--- src/rtl/rc_osc_ctrl.sv ---
// RC oscillator controller: enables the oscillator, waits for lock or startup timeout,
// then measures edges per window and flags loss of oscillation.
module rc_osc_ctrl #(
  parameter int CNT_W  = 16,
  parameter int EDGE_W = 8
) (
  input  logic             clk,
  input  logic             reset,
  input  logic             en_req,
  input  logic [CNT_W-1:0] timeout_cyc,
  input  logic [EDGE_W-1:0] min_edges,
  input  logic [CNT_W-1:0] meas_win,
  input  logic             osc_dout,
  output logic             osc_ena,
  output logic             osc_ready,
  output logic             osc_fail,
  output logic [CNT_W-1:0] meas_count,
  output logic             meas_valid,
  output logic [1:0]       state_dbg
);

  typedef enum logic [1:0] {
    IDLE  = 2'd0,
    START = 2'd1,
    RUN   = 2'd2,
    FAIL  = 2'd3
  } state_t;

  state_t state, next_state;

  logic             sync1, sync2, sync3;
  logic [CNT_W-1:0] timer;
  logic             tmo_en;
  logic [CNT_W-1:0] edge_cnt;
  logic [CNT_W-1:0] win_cnt;
  logic [CNT_W-1:0] win_lat;

  logic             osc_edge;
  logic [CNT_W-1:0] edge_inc;
  logic [CNT_W-1:0] thr;
  logic             lock;
  logic             tmo;
  logic             win_end;

  assign state_dbg = state;

  always_comb begin
    osc_edge = sync2 & ~sync3;
    edge_inc = (osc_edge && edge_cnt != '1) ? edge_cnt + CNT_W'(1) : edge_cnt;
    thr      = CNT_W'(min_edges);
    if (min_edges == '0) thr = CNT_W'(1);
    lock     = (edge_cnt >= thr);
    tmo      = tmo_en && (timer == '0);
    win_end  = (state == RUN) && en_req && (win_lat != '0) &&
               (win_cnt == win_lat - CNT_W'(1));
  end

  always_comb begin
    next_state = state;
    case (state)
      IDLE:  if (en_req) next_state = START;
      START: begin
        if (!en_req)   next_state = IDLE;
        else if (lock) next_state = RUN;
        else if (tmo)  next_state = FAIL;
      end
      RUN: begin
        if (!en_req)                          next_state = IDLE;
        else if (win_end && edge_inc == '0)   next_state = FAIL;
      end
      FAIL:  if (!en_req) next_state = IDLE;
      default: next_state = IDLE;
    endcase
  end

  // Outputs are registered from next_state so they move together with the state.
  always_ff @(posedge clk or posedge reset) begin
    if (reset) begin
      state     <= IDLE;
      osc_ena   <= 1'b0;
      osc_ready <= 1'b0;
      osc_fail  <= 1'b0;
    end else begin
      state     <= next_state;
      osc_ena   <= (next_state == START) || (next_state == RUN);
      osc_ready <= (next_state == RUN);
      osc_fail  <= (next_state == FAIL);
    end
  end

  always_ff @(posedge clk or posedge reset) begin
    if (reset) begin
      sync1      <= 1'b0;
      sync2      <= 1'b0;
      sync3      <= 1'b0;
      timer      <= '0;
      tmo_en     <= 1'b0;
      edge_cnt   <= '0;
      win_cnt    <= '0;
      win_lat    <= '0;
      meas_count <= '0;
      meas_valid <= 1'b0;
    end else begin
      sync1      <= osc_dout;
      sync2      <= sync1;
      sync3      <= sync2;
      meas_valid <= win_end;
      case (state)
        IDLE: begin
          if (en_req) begin
            // Loaded one short so the FAIL state lands exactly timeout_cyc+1 cycles after en_req.
            timer    <= timeout_cyc - CNT_W'(1);
            tmo_en   <= (timeout_cyc != '0);
            edge_cnt <= '0;
          end
        end
        START: begin
          edge_cnt <= edge_inc;
          if (tmo_en && timer != '0) timer <= timer - CNT_W'(1);
          if (en_req && lock) begin
            win_cnt  <= '0;
            edge_cnt <= '0;
            win_lat  <= meas_win;
          end
        end
        RUN: begin
          edge_cnt <= edge_inc;
          if (win_end) begin
            meas_count <= edge_inc;
            win_cnt    <= '0;
            win_lat    <= meas_win;
            edge_cnt   <= '0;
          end else if (win_lat != '0 && win_cnt != '1) begin
            win_cnt <= win_cnt + CNT_W'(1);
          end
        end
        default: ;
      endcase
    end
  end

endmodule
--- config.mk ---
export PLATFORM = sky130hd
export DESIGN_NAME = rc_osc_ctrl
export DESIGN_NICKNAME = d
export VERILOG_FILES = /design/src/rtl/rc_osc_ctrl.sv
export SDC_FILE = /design/constraint.sdc
export NUM_CORES = 1
export LEC_CHECK = 0
export ABC_AREA = 1
export CAP_MARGIN = 0
export CORE_ASPECT_RATIO = 0.75
export CORE_UTILIZATION = 50
export CTS_BUF_LIST = sky130_fd_sc_hd__clkbuf_8
export DETAILED_ROUTE_END_ITERATION = 8
export GPL_ROUTABILITY_DRIVEN = 0
export PLACE_DENSITY_LB_ADDON = 0.25
export REMOVE_ABC_BUFFERS = 1
export SYNTH_ARGS = -nofsm -noshare
export SYNTH_HDL_FRONTEND = slang
export SYNTH_SLANG_ARGS = --single-unit
--- constraint.sdc ---
create_clock -name clk -period 3.5 [get_ports clk]
set_input_delay 0.525 -clock clk [delete_from_list [all_inputs] [get_ports clk]]
set_output_delay 0.525 -clock clk [all_outputs]
set_load 0.1 [all_outputs]
==> results of run 1 <==
## state kept, by name (all words and copies together) (netlist names)
signal,count
edge_cnt,16
meas_count,16
meas_valid,1
osc_ena,1
osc_fail,1
osc_ready,1
state_dbg,2
sync1,1
sync2,1
sync3,1
timer,16
tmo_en,1
win_cnt,16
win_lat,16
## path summary, 6_finish.rpt
kind,startpoint,to,slack [ns],depth (start not counted)
worst max-delay path,state_dbg[1]$_DFF_PP0_,timer[14]$_DFFE_PP0P_,0.61,12
worst min-delay path,sync1$_DFF_PP0_,sync2$_DFF_PP0_,0.36,0
worst max register to register,state_dbg[1]$_DFF_PP0_,timer[14]$_DFFE_PP0P_,0.61,12
worst min register to register,sync1$_DFF_PP0_,sync2$_DFF_PP0_,0.36,0
max in group asynchronous,reset,win_lat[2]$_DFFE_PP0P_,2.23,3
min in group asynchronous,reset,meas_count[0]$_DFFE_PP0P_,0.56,2
## power by group
part	internal, W	switching [W]	total (W)
clock network	0.000479	0.000406	0.000886
registers	0.00128	0.000230	0.00151
logic	0.000818	0.00181	0.00262
## worst max-delay path: stages (launching register included)
cell     delay [ns]
dfrtp_1        0.45
inv_1          0.18
ha_1           0.52
nand2_1        0.12
o21ai_0        0.16
ha_1           0.23
inv_1          0.07
nor3_1         0.31
nand2_1        0.13
nor2_1         0.21
nand3_1        0.12
xnor2_1        0.14
o21ai_0        0.16
## area by class of cell
cell class	count	area (µm²)
sequential	90	2252
inverter	126	476.7
fill	1175	4941
clock inverter	7	122.6
timing repair buffer	73	723.2
clock buffer	9	123.9
tap	166	207.7
multi-input combinational	648	3458
## per-layer routing
metal,part of all wire,wire [µm],vias to the layer above
met1,0.52,7949,2621
met4,0.011,170,0
li1,-,-,2979
met2,0.39,5889,194
met5,0,0,-
met3,0.078,1183,16
## metrics by stage
step	hold slack [ns]	instances	setup WS, ns
finish	0.3571	1119	0.6139
global route	0.3658	1119	0.1932
CTS	0.3576	1119	0.6238
detailed placement	0.3347	1103	0.3363
global placement	0.3334	1103	0.4571
floorplan	0.3312	864	0.2004
## cells in the mapped netlist (2+ instances only)
cell	count	area [µm²]
nor2_2	11	68.82
buf_6	7	78.83
nand3_2	3	30.03
nor2_1	69	259.0
a21oi_1	8	40.04
o21ai_2	16	140.1
o21ai_1	30	150.1
nand2_1	254	953.4
nor2_4	3	33.78
inv_2	10	37.54
buf_4	2	15.01
nand3b_1	13	97.59
nand2_4	6	67.56
or4_1	4	30.03
xnor2_1	10	87.58
inv_1	113	424.2
nor3_1	13	65.06
clkinv_2	2	10.01
xor2_1	35	306.5
nand4_1	16	100.1
nand2_2	4	25.02
o22ai_1	15	93.84
clkbuf_1	8	30.03
ha_1	18	225.2
nor4_1	7	43.79
a31oi_1	3	18.77
buf_2	7	35.03
dfrtp_1	90	2252
a22oi_1	2	15.01
nand3_1	55	275.3
o21ai_0	44	220.2
## kinds of logic after synthesis
family,Yosys count,synth area share
buffers and inverters,150,0.09998
adders and majority gates,18,0.03550
and+or+nand+nor,461,0.3299
xor gates and xnor gates,45,0.06212
muxes,2,0.003352
AOI/OAI and AO/OA,122,0.1142
DFF,90,0.3550
==> results.cfg, run 1 <==
[sta]
slew_headroom = 0.3182
period_share = 0.8246
rsz0062_at_grt = false
worst_pin_slew_ns = 1.018
max_clock_freq_mhz = 346.5
setup_viol_count_final = 0
setup_tns_ns = 0
skew_ns = 0.01155
post-route-min-period_ns = 2.886
hold_viol_final = 0
drv_slew = 0

[routing]
drtAntennaViolNets = 0
dr.pass1.iters = 5
vias = 5810
wl_per_cell_um = 13.58
first_iter_violations = 391
wl_um = 15190
drc = 0
via_per_inst = 5.192

[floorplanning]
die_h_um = 99.56
dieArea_um2 = 13150
dieWidth_um = 132.1
core_region_area_um2 = 12310
boundaryPins = 66
start_util = 0.5156
row_count = 35

[clock_network]
cts_tree = yes
path_clk_slew_ns = 0.10
cts-root-buf = clkbuf_8
clock_sinks = 90
ctsHoldBuffers = 0
clockBufferDepth = 2
htreeDepth = 3
clk_latency_ns = 0.37
cts_setup_buffers = 0
cts_inserted_buffers = 9
ctsResizeCount = 0

[setup_path]
cp-end-kind = flop
arrival_ns = 3.18
cp_max_fo = 17
critical_path_class = flop to flop
crit_required_ns = 3.79
critPathLaunchType = flop

[status]
status = complete, no violations

[power]
power_density_nw_per_um2 = 682.3
max-vdd-ir-drop_mv = 0.4735
power.leakage_nw = 3.435
power_w = 0.005025

[finish]
final_cell_area_um2 = 7365
syn2layout_area_growth_pct = 16.07
final_util = 0.5985
final_cell_mix = 254 x nand2_1, 112 x inv_1, 90 x dfrtp_1, 69 x nor2_1, 65 x clkdlybuf4s50_1
antenna_cells = 0
nNetsFinal = 1010
drive_gt1_frac = 0.08919
layout_commonest_cell = nand2_1

[yosys]
syn_inst = 888
ys_warn_count = 0
synth-seq-area-share = 0.3550
avgSynthCellArea_um2 = 7.145
synthesis.area_um2 = 6345
synth_edf_count = 0
synth_cell_types = 41
ys_seq_elements = 90
synth_ff_type = dfrtp_1
synth-async-reset-ratio = 1.000

[global_routing]
antenna_found_initial = 0
grt_busiest_layer = met1
use_met1 = 0.3876
grt_max_degree = 51
use_met2 = 0.3419
grt_use_total = 0.2473
grt-ovfl-total = 0
grt_pass1_vias = 5147
grt_pass1_wl_um = 25640
grtUsageMet3 = 0.04944

[placement]
postPlaceCellArea_um2 = 7118
hpwl_um = 11690
place.port_buffers = 65

[job]
cap_violations = 0

[hold_path]
hold_path.class = flop to flop
(Power assumes the default switching activity.)
==> run 2, diff against run 1 <==
- clock period: 3.5 -> 2.7 ns (I/O delays scaled with it)
==> run 2 against run 1 <==
Compared with the run above:
- register-to-register slack worse by 0.44 ns
- clock power is 12% higher
- sequential power is 29% higher
- via count is 2.5% higher
- final cell count is 1.8% higher
- combinational power is 48% higher
- clock skew is 0.00066 ns higher
- critical path depth is 5 higher
- cell area is 2.4% higher
- largest cell class unchanged
- largest power group unchanged
==> results.cfg, run 2 (same netlist as run 1, synthesis figures left out) <==
[floorplanning]
core_region_area_um2 = 12310
dieWidth_um = 132.1
start_util = 0.5156
boundaryPins = 66
die_h_um = 99.56
dieArea_um2 = 13150
row_count = 35

[routing]
vias = 5955
dr.pass1.iters = 5
via_per_inst = 5.228
drc = 0
first_iter_violations = 437
drtAntennaViolNets = 0
wl_per_cell_um = 13.81
wl_um = 15730

[sta]
worst_pin_slew_ns = 0.5216
rsz0062_at_grt = true
skew_ns = 0.01221
setup_tns_ns = 0
max_clock_freq_mhz = 393.8
slew_headroom = 0.6491
setup_viol_count_final = 0
period_share = 0.9406
drv_slew = 0
post-route-min-period_ns = 2.540
fin_hold_ws_ns = 0.3703
hold_viol_final = 0

[placement]
hpwl_um = 11960
place.port_buffers = 65

[clock_network]
cts_tree = yes
htreeDepth = 3
cts-root-buf = clkbuf_8
clockBufferDepth = 2
clk_latency_ns = 0.38
cts_inserted_buffers = 9
path_clk_slew_ns = 0.10
clock_sinks = 90
ctsHoldBuffers = 0

[finish]
final_cell_mix = 250 x nand2_1, 111 x inv_1, 90 x dfrtp_1, 68 x nor2_1, 55 x nand3_1
nFillCells = 1123
nNetsFinal = 1030
drive_gt1_frac = 0.1408
layout_commonest_cell = nand2_1
syn2layout_area_growth_pct = 18.89
antenna_cells = 0

[hold_path]
hold_end = sync2$_DFF_PP0_
hold_path.class = flop to flop
min-delay-start = sync1$_DFF_PP0_
whs_path_depth = 0

[global_routing]
antenna_found_initial = 0
grtUsageMet3 = 0.05708
grt_busiest_layer = met1
grt_pass1_wl_um = 25860
grt-ovfl-total = 0
grt_max_degree = 91
grt_use_total = 0.2477
use_met2 = 0.3504
grt_pass1_vias = 5309
use_met1 = 0.3792

[setup_path]
crit_required_ns = 2.97
reg2reg_from = win_lat[0]$_DFFE_PP0P_
timing.rr.end = osc_ena$_DFF_PP0_
reg2reg_slack_ns = 0.17
arrival_ns = 2.81
cp-end-kind = flop
critPathLaunchType = input pin
rr_worst_depth = 17
cp_max_fo = 3
critical_path_class = input pin to flop

[status]
status = complete, no violations

[job]
cap_violations = 0

[power]
power_w = 0.006834
max-vdd-ir-drop_mv = 0.8169
power.leakage_nw = 3.600
power_density_nw_per_um2 = 906.0
-- run 2: how the worst max path moves through the flow --
stage	from	end	slack, ns
5_1_grt	min_edges[4]	osc_ena$_DFF_PP0_	-0.09
2_1_floorplan	state_dbg[1]$_DFF_PP0_	timer[12]$_DFFE_PP0P_	-0.60
3_3_place_gp	min_edges[1]	osc_ena$_DFF_PP0_	-0.11
6_report	min_edges[4]	osc_ena$_DFF_PP0_	0.16
4_1_cts	min_edges[1]	osc_ena$_DFF_PP0_	0.08
3_5_place_dp	min_edges[1]	osc_ena$_DFF_PP0_	-0.32
-- run 2: worst max-delay path: stages --
cell and delay [ns]:
clkdlybuf4s50_1 0.43, nor4_2 0.29, a41o_1 0.21, ha_1 0.14, inv_1 0.04, a21oi_1 0.12
o21ai_1 0.07, nand2_1 0.06, nand4_1 0.19, nor2_1 0.15, nor2_1 0.05, a31oi_1 0.14
nand3_1 0.10, nand2_2 0.08, inv_1 0.04, ha_1 0.27, inv_1 0.04
-- run 2: report_power, final --
part	internal [W]	switching, W
registers	0.00167	0.000283
clock network	0.000463	0.000528
logic	0.00139	0.00250
-- run 2: layer usage --
layer  part of all wire  vias up  routed length, µm
li1                   -     3026                  -
met1               0.51     2709               8026
met2               0.40      204               6267
met3              0.081       16               1274
met4              0.010        0                157
met5                  0        -                  0
-- run 2: area by class of cell --
| cell class | count | area [µm²] | area share |
|---|---|---|---|
| Inverter | 126 | 476.7 | 0.06319 |
| Multi-Input combinational cell | 649 | 3511 | 0.4654 |
| Tap cell | 166 | 207.7 | 0.02753 |
| Timing Repair Buffer | 92 | 885.9 | 0.1174 |
| Sequential cell | 90 | 2252 | 0.2986 |
| Clock inverter | 6 | 72.57 | 0.009620 |
| Clock buffer | 10 | 137.6 | 0.01825 |
-- run 2: through the flow --
stage	setup slack, ns	area (µm²)	utilization	cells
5_1_grt	-0.09109	7543	0.6130	1139
4_1_cts	0.07761	7456	0.6059	1135
6_report	0.1604	7543	0.6130	1139
2_1_floorplan	-0.5996	6186	-	864
3_3_place_gp	-0.1068	7246	0.5888	1119
3_5_place_dp	-0.3205	7246	0.5888	1119
-- run 2: repair_timing --
item                       4_1_cts  5_1_grt
setup buffers                    0        3
gates resized for setup          0       13
setup endpoints to repair        0       32
